==> config.mk <==
export PLATFORM = sky130hd
export DESIGN_NAME = sdram_addr_sequencer
export DESIGN_NICKNAME = d
export VERILOG_FILES = /design/src/rtl/mem_map_pkg.sv /design/src/rtl/sdram_wrap_ptr.sv /design/src/rtl/sdram_addr_sequencer.sv
export SDC_FILE = /design/constraint.sdc
export NUM_CORES = 1
export LEC_CHECK = 0
export ABC_AREA = 1
export CAP_MARGIN = 25
export CORE_MARGIN = 10
export CORE_UTILIZATION = 45
export CTS_BUF_LIST = sky130_fd_sc_hd__clkbuf_16
export DETAILED_ROUTE_END_ITERATION = 8
export GPL_TIMING_DRIVEN = 0
export PLACE_DENSITY = 0.73
export SETUP_SLACK_MARGIN = 0.4
export SLEW_MARGIN = 25
export SYNTH_ARGS = -nofsm -noshare
export SYNTH_HDL_FRONTEND = slang
export SYNTH_SLANG_ARGS = --single-unit
==> constraint.sdc <==
create_clock -name CLK_48MHZ -period 2.7 [get_ports CLK_48MHZ]
set_input_delay 0.27 -clock CLK_48MHZ [delete_from_list [all_inputs] [get_ports CLK_48MHZ]]
set_output_delay 0.27 -clock CLK_48MHZ [all_outputs]
set_load 0.05 [all_outputs]
==> src/rtl/mem_map_pkg.sv <==
// Shared SDRAM memory-map definitions: field widths, command codes and the
// linear-address to {bank, row, column} split.
package mem_map_pkg;

  localparam int unsigned BA_W  = 2;
  localparam int unsigned ROW_W = 13;
  localparam int unsigned COL_W = 9;
  localparam int unsigned LIN_W = 24;

  typedef enum logic [1:0] {
    CmdNop    = 2'b00,
    CmdWrGeig = 2'b01,
    CmdWrMag  = 2'b10,
    CmdRead   = 2'b11
  } cmd_e;

  typedef struct packed {
    logic [BA_W-1:0]  ba;
    logic [ROW_W-1:0] row;
    logic [COL_W-1:0] col;
  } bcr_t;

  function automatic bcr_t lin_to_bcr(input logic [LIN_W-1:0] lin);
    bcr_t bcr;
    bcr.ba  = lin[23:22];
    bcr.row = lin[21:9];
    bcr.col = lin[8:0];
    return bcr;
  endfunction

endpackage

==> src/rtl/sdram_wrap_ptr.sv <==
// Circular word pointer over a region of DEPTH words; wraps from DEPTH-1 to 0
// and never leaves the region. Synchronous clear has priority over increment.
module sdram_wrap_ptr
  import mem_map_pkg::*;
#(
  parameter int unsigned DEPTH = 32'h0080_0000
) (
  input  logic             CLK_48MHZ,
  input  logic             RST,
  input  logic             clr,
  input  logic             inc,
  output logic [LIN_W-1:0] ptr
);

  localparam logic [LIN_W-1:0] LastIdx = LIN_W'(DEPTH - 1);

  logic [LIN_W-1:0] ptr_q, ptr_d;

  always_comb begin
    ptr_d = ptr_q;
    if (clr) begin
      ptr_d = '0;
    end else if (inc) begin
      ptr_d = (ptr_q == LastIdx) ? '0 : ptr_q + 1'b1;
    end
  end

  always_ff @(posedge CLK_48MHZ or posedge RST) begin
    if (RST) begin
      ptr_q <= '0;
    end else begin
      ptr_q <= ptr_d;
    end
  end

  assign ptr = ptr_q;

endmodule

==> src/rtl/sdram_addr_sequencer.sv <==
// Circular write/read address source for one SDRAM region with fill tracking.
// Define SDRAM_ADDR_OVERWRITE_EN to let a write into a full region drop the oldest word.
module sdram_addr_sequencer
  import mem_map_pkg::*;
#(
  parameter logic [LIN_W-1:0] BASE_ADDR = 24'h000000,
  parameter int unsigned      DEPTH     = 32'h0080_0000
) (
  input  logic             CLK_48MHZ,
  input  logic             RST,
  input  logic             CLEAR,
  input  logic             NEXT_WRITE,
  input  logic             NEXT_READ,
  output logic [BA_W-1:0]  BA_WRITE,
  output logic [ROW_W-1:0] ROW_WRITE,
  output logic [COL_W-1:0] COL_WRITE,
  output logic [BA_W-1:0]  BA_READ,
  output logic [ROW_W-1:0] ROW_READ,
  output logic [COL_W-1:0] COL_READ,
  output logic [24:0]      FILL_COUNT,
  output logic             EMPTY,
  output logic             FULL,
  output logic             OVERFLOW,
  output logic             UNDERFLOW
);

  localparam logic [24:0] DepthCnt = 25'(DEPTH);

  logic             nw_q, nr_q;
  logic [24:0]      cnt_q, cnt_d;
  logic             empty_q, empty_d, full_q, full_d;
  logic             ovf_q, ovf_d, udf_q, udf_d;
  logic             wr_ev, rd_ev, rd_acc, wr_blocked;
  logic             wr_inc, rd_inc;
  logic [LIN_W-1:0] wr_ptr, rd_ptr;
  bcr_t             wr_bcr, rd_bcr;

  always_comb begin
    wr_ev      = NEXT_WRITE & ~nw_q;
    rd_ev      = NEXT_READ & ~nr_q;
    rd_acc     = rd_ev & (cnt_q != '0);
    // A write that finds the region full with no read freeing a slot this edge
    wr_blocked = wr_ev & (cnt_q == DepthCnt) & ~rd_acc;
`ifdef SDRAM_ADDR_OVERWRITE_EN
    wr_inc     = wr_ev;
    rd_inc     = rd_acc | wr_blocked;
`else
    wr_inc     = wr_ev & ~wr_blocked;
    rd_inc     = rd_acc;
`endif
    cnt_d = cnt_q;
    if (wr_ev && !wr_blocked && !rd_acc) begin
      cnt_d = cnt_q + 25'd1;
    end else if (rd_acc && !wr_ev) begin
      cnt_d = cnt_q - 25'd1;
    end
    ovf_d = ovf_q | wr_blocked;
    udf_d = udf_q | (rd_ev & (cnt_q == '0));
    if (CLEAR) begin
      wr_inc = 1'b0;
      rd_inc = 1'b0;
      cnt_d  = '0;
      ovf_d  = 1'b0;
      udf_d  = 1'b0;
    end
    empty_d = (cnt_d == '0);
    full_d  = (cnt_d == DepthCnt);
  end

  always_ff @(posedge CLK_48MHZ or posedge RST) begin
    if (RST) begin
      nw_q    <= 1'b0;
      nr_q    <= 1'b0;
      cnt_q   <= '0;
      empty_q <= 1'b1;
      full_q  <= 1'b0;
      ovf_q   <= 1'b0;
      udf_q   <= 1'b0;
    end else begin
      nw_q    <= NEXT_WRITE;
      nr_q    <= NEXT_READ;
      cnt_q   <= cnt_d;
      empty_q <= empty_d;
      full_q  <= full_d;
      ovf_q   <= ovf_d;
      udf_q   <= udf_d;
    end
  end

  sdram_wrap_ptr #(
    .DEPTH(DEPTH)
  ) u_wr_ptr (
    .CLK_48MHZ(CLK_48MHZ),
    .RST      (RST),
    .clr      (CLEAR),
    .inc      (wr_inc),
    .ptr      (wr_ptr)
  );

  sdram_wrap_ptr #(
    .DEPTH(DEPTH)
  ) u_rd_ptr (
    .CLK_48MHZ(CLK_48MHZ),
    .RST      (RST),
    .clr      (CLEAR),
    .inc      (rd_inc),
    .ptr      (rd_ptr)
  );

  assign wr_bcr = lin_to_bcr(BASE_ADDR + wr_ptr);
  assign rd_bcr = lin_to_bcr(BASE_ADDR + rd_ptr);

  assign BA_WRITE   = wr_bcr.ba;
  assign ROW_WRITE  = wr_bcr.row;
  assign COL_WRITE  = wr_bcr.col;
  assign BA_READ    = rd_bcr.ba;
  assign ROW_READ   = rd_bcr.row;
  assign COL_READ   = rd_bcr.col;
  assign FILL_COUNT = cnt_q;
  assign EMPTY      = empty_q;
  assign FULL       = full_q;
  assign OVERFLOW   = ovf_q;
  assign UNDERFLOW  = udf_q;

endmodule
Word level (Yosys, flattened, before mapping):

Index checks and enable logic that the tools add are counted.

* register bits: 79
* bits in latches: 0
* memory bits (writable): 0
* ROM bits: 0
* bits of input ports: 5
* output and inout bits: 77
* word-level logic and storage cells: 54
* memories: 0

* add/sub/neg operators: 4
* multiply operators: 0
* divide/modulo/power cells: 0
* $lt $le $gt $ge: 0
* equal/unequal tests: 4
* shift operators: 0
* muxes and demuxes: 13
* bitwise operators: 13
* reduce and logical (&&, ||, !) cells: 11

Operators with widths (number)
* $mux W24: 6
* $mux W25: 3
* $eq A25 B24 Y1 const B: 2
* $logic_not A25 Y1: 2
* $add A24 B1 Y24 const B: 2
* $eq A24 B23 Y1 const B: 2
* $add A25 B1 Y25 const B: 1
* $reduce_bool A25 Y1: 1
* $sub A25 B1 Y25 const B: 1
* $and A1 B1 Y1: 7
* $mux W1: 4
* $not A1 Y1: 4
* $reduce_bool A2 Y1: 2
* $logic_and A1 B1 Y1: 3
* $logic_not A1 Y1: 3
* $or A1 B1 Y1: 2

Logic depth before layout (Yosys ltp):

* depth in word-level cells: 11
* gate-level depth with buffers: 19
* mapped depth without buffers: 18

Cells and area by module:

A second synthesis with hierarchy kept.

* cell total of the unflattened synthesis: 1018
* area total of the unflattened synthesis: 6299.8 µm²

Modules (own cells, without submodules)
* sdram_addr_sequencer: times used 1, cells an instance 568, area an instance 3281.9 µm², sequential area each 777.0 µm²
* sdram_wrap_ptr: times used 2, cells an instance 225, area an instance 1508.9 µm², sequential area each 600.6 µm²

Worst setup path after synthesis:

Ideal clock, no wire load.

* path kind: reg2reg
* start point: reg cnt_q[0] (netlist: FILL_COUNT[0])
* end point: reg u_rd_ptr.ptr_q[23] (netlist: u_rd_ptr.ptr[23])
* library setup time: 0.117 ns
* arrival: 2.576 ns
* required time: 2.583 ns
* path slack: 0.007 ns
* cell stages (with the launch flop): 16
* buffers on the path: 0
* period minus slack after synthesis: 2.693 ns
* path through: dfrtp_1 clkinv_1 ha_1 nand2_1 nor2_1 nand2_2 inv_2 nand2_4 nand2_4 nand2_2 inv_2 nor2_1 nand2_1 or3_1 nor2_1 nor2_1

* longest elaborated chain between the ends: 4

RTL lines
* start, declared: line sdram_addr_sequencer.sv:30 `logic [24:0] cnt_q, cnt_d;`
* start signal, assigned: line sdram_addr_sequencer.sv:82 `cnt_q <= cnt_d;`
* $reduce_bool A25 Y1: line sdram_addr_sequencer.sv:41 `rd_acc = rd_ev & (cnt_q != '0);`
* $and A1 B1 Y1: line sdram_addr_sequencer.sv:41
* $mux W1: line sdram_addr_sequencer.sv:59 `if (CLEAR) begin`
* $reduce_bool A2 Y1 (no source line)
* end signal, assigned: line sdram_wrap_ptr.sv:32 `ptr_q <= ptr_d;`
* end, declared: line sdram_wrap_ptr.sv:17 `logic [LIN_W-1:0] ptr_q, ptr_d;`

Every way passes these cells.
A chain may end at the register's enable or synchronous reset.

Final worst setup path:

* start point: reg cnt_q[0] (netlist: FILL_COUNT[0])
* end point: reg full_q (netlist: FULL)

* longest elaborated chain between the ends: 10
* elaborated cells between the ends (all ways): 17
* classes of those cells: 2 x add/sub; 2 x eq/ne; 3 x mux; 4 x bitwise; 6 x reduce/logical

RTL lines
* parallel branches: the longest is 7 deep, another holds $sub A25 B1 Y25
* $mux W25 (*): line sdram_addr_sequencer.sv:52 `if (wr_ev && !wr_blocked && !rd_acc) begin`
* $mux W25 (*): line sdram_addr_sequencer.sv:59
* $eq A25 B24 Y1 (*): line sdram_addr_sequencer.sv:67 `full_d = (cnt_d == DepthCnt);`
* via full_d: line sdram_addr_sequencer.sv:31 `logic empty_q, empty_d, full_q, full_d;`
* end signal, assigned: line sdram_addr_sequencer.sv:84 `full_q <= full_d;`
* end, declared: line sdram_addr_sequencer.sv:31

Mark *: on every way through the listed nets, which the timed path passes.

==> results.py <==
metrics = {
    "global_routing": {
        "grt_pass1_wl_um": 31100,
        "grt_usage_pct": 21.0,
        "grt_max_degree": 31,
        "grt_overflow_total": 0,
        "grt_pass1_vias": 6210,
        "antenna_found_initial": 0,
    },
    "finish": {
        "n_fill_cell": 1085,
        "fin_area_mm2": 0.00838,
        "final_nets": 1074,
        "multi_input_area_mm2": 0.00380,
        "area_growth_pct": 41.3,
        "regArea_mm2": 0.00200,
        "final_layout_size_suffix_gt1_share_pct": 21.5,
        "fin_cells": 1241,
        "final_common_cell": "nand2_1",
        "fin_util_pct": 65.6,
        "antenna_cells": 0,
        "mostFrequentLayoutCells": "253 x nand2_1, 110 x inv_1, 106 x nor2_1",
    },
    "worst_setup_path": {
        "critPathKind": "flop to flop",
        "crit_chain": "clkinv_4, buf_4, ha_2, nand2_2, nor2_2, nand2_1, nand2_1, nand4_1, nand2_1, nand2_1, nand3_2, nand2_1, inv_1, nand2_2, nor2_4, nand2_4, nor2_2",
        "slowest_stage": "dfrtp_2",
        "cp_num_buf_inv": 3,
        "crit_path_frequent_cell": "nand2_1",
        "critPathRequiredTime_ps": 2980,
        "critical-path-max-stage-delay_ps": 450,
        "arrival_ps": 2700,
        "cp-start-kind": "flop",
        "critPathTopFamily": "simple AND/OR/NAND/NOR gates",
        "ff2ff_setup_slack_ps": 290,
        "cp_max_fo": 6,
        "cp-end-kind": "flop",
    },
    "floorplan": {
        "die_w_um": 135,
        "num_rows": 41,
        "initial_core_util_pct": 46.4,
        "design.core.area_mm2": 0.0128,
        "io_pins": 82,
        "die_y_um": 135,
        "die_area_mm2": 0.0182,
    },
    "placement": {
        "dp.cells": 1170,
        "dp_slack_ps": -159,
        "hpwl_um": 13800,
        "gp_congestion": 1.00,
        "dpl_cell_area_mm2": 0.00705,
        "port_buffers": 81,
    },
    "routing": {
        "drcViolationCount": 0,
        "first_pass_iters": 6,
        "via_per_inst": 5.28,
        "final_antenna_net_count": 0,
        "wirelength_um": 19400,
        "drt_iter0_drc": 553,
        "wire_per_inst_um": 15.6,
        "vias": 6553,
    },
    "timing": {
        "post-route-min-period_ps": 2410,
        "setup_slack_ps": 289,
        "grt_setup_unrepaired": "yes",
        "hold_ws_ps": 307,
        "relSlewSlack_pct": 37.5,
        "fmax_mhz": 415,
        "final-hold-violation-count": 0,
        "drv_slew": 0,
        "finClkSkew_ps": 13.0,
        "tns_ps": 0,
        "worst-slew-pin-transition_ps": 937,
        "report.final.setup_viol": 0,
        "timing.final.crit_share_pct": 89.3,
    },
    "cts": {
        "cts_hold_buf": 0,
        "numCtsBuffers": 9,
        "clk_path_buf_depth": 2,
        "clk_latency_ps": 360,
        "cts_tree": "built",
        "cts_num_sinks": 79,
        "cts_root_buffer": "clkbuf_16",
        "ctsHtreeMaxLevel": 3,
        "clkTransAtPathRegs_ps": 70,
    },
    "pwr": {
        "ir_worst_vdd_mv": 0.318,
        "powerDensity_mw_per_mm2": 478,
        "finalPower_mw": 4.00,
        "power_leakage_nw": 3.90,
    },
    "logic_synthesis": {
        "synth_top_family_by_area": "simple AND/OR/NAND/NOR gates",
        "yosysWarnings": 0,
        "netlist_area_mm2": 0.00593,
        "synthAdderAreaFrac_pct": 1.05,
        "syn_inst": 915,
        "synth_mux_area_share_pct": 0,
        "synth-compound-area-share_pct": 6.37,
        "async_flop_share_pct": 100,
        "ys_top_cells_by_area": "dfrtp_1 33%, nand2_1 18%, nor2_1 8.2%, inv_1 7.1%, nand3_1 6.2%",
        "yosysTopAreaCellShare_pct": 32.9,
        "yosysTopAreaCell": "dfrtp_1",
        "synth_ff_type": "dfrtp_1",
        "synth_edf_count": 0,
        "syn_nets": 925,
        "synthXorXnorAreaFrac_pct": 5.91,
        "synth-seq-cells": 79,
        "synthSimpleGateAreaFrac_pct": 42.9,
        "syn_avg_cell_area_um2": 6.48,
        "yosysSeqAreaShare_pct": 33.3,
        "ys_types": 49,
    },
    "job": {
        "cap_violations": 0,
    },
    "outcome": {
        "status": "completed",
    },
    "hold_path": {
        "hold_class": "input port to async pin",
    },
}
[kinds of logic after synthesis]
kind of cell / count (synthesis)
simple gates: 579
compound gates: 66
fa+ha+maj: 5
buf+inv: 146
flops: 79
xor+xnor: 40
[synthesized netlist by cell type, types with 4 or more instances]
master	n
inv_1	112
buf_2	10
buf_6	7
xor2_1	37
nand3_1	73
a21oi_1	24
clkbuf_1	5
nor4_1	4
inv_2	5
nor3_1	31
nand2_1	282
nor2_2	5
nor2_1	130
nand2_2	6
o21ai_0	24
nand4_1	21
ha_1	5
nand3_2	6
dfrtp_1	78
o41ai_1	4
[flip-flops by register name (all words and copies together) (netlist names)]
| signal | count |
|---|---|
| u_rd_ptr.ptr | 24 |
| FULL | 1 |
| nr_q | 1 |
| EMPTY | 1 |
| nw_q | 1 |
| UNDERFLOW | 1 |
| OVERFLOW | 1 |
| u_wr_ptr.ptr | 24 |
| FILL_COUNT | 25 |
[area by class of cell]
type	count	area share, %
clock buffers	9	2.69
repair buffers	138	15.6
plain buffers	26	2.93
multi-input cells	690	45.3
flip-flops and latches	79	23.8
inverters	120	5.63
well taps	172	2.57
clock inverters	7	1.36
[path summary, 6_finish.rpt]
check | start | end | cells after the start
max in group asynchronous | RST | EMPTY | 3
hold / removal | RST | u_rd_ptr.ptr[23] | 2
setup / recovery | FILL_COUNT[0] | FULL | 17
setup reg to reg | FILL_COUNT[0] | FULL | 17
min in group CLK_48MHZ | NEXT_WRITE | nw_q | 1
hold reg to reg | UNDERFLOW | UNDERFLOW | 2
[power breakdown]
| part | internal (mW) | switching, mW | total [mW] | leakage (nW) |
|---|---|---|---|---|
| clock network | 0.900 | 0.528 | 1.43 | 0.169 |
| logic | 0.457 | 0.797 | 1.25 | 2.69 |
| registers | 1.24 | 0.0829 | 1.32 | 1.05 |
| total | 2.59 | 1.41 | 4.00 | 3.90 |
[per-layer routing]
| metal | wire [um] | share of wire [%] | vias up | global-route usage [%] |
|---|---|---|---|---|
| met5 | 0 | 0 | - | 0 |
| met2 | 9110 | 47 | 240 | 33.6 |
| met4 | 502 | 2.6 | 0 | 8.28 |
| li1 | - | - | 3206 | - |
| met1 | 8430 | 43 | 3061 | 26.9 |
| met3 | 1370 | 7.1 | 46 | 4.60 |
[what timing repair did]
item	in CTS	in global routing
cloned	1	0
setup endpoints to repair	37	49
pin swaps	17	37
setup buffers	24	30
hold endpoints to repair	0	0
resized for setup	72	91
Power figures use the tool's default switching activity.
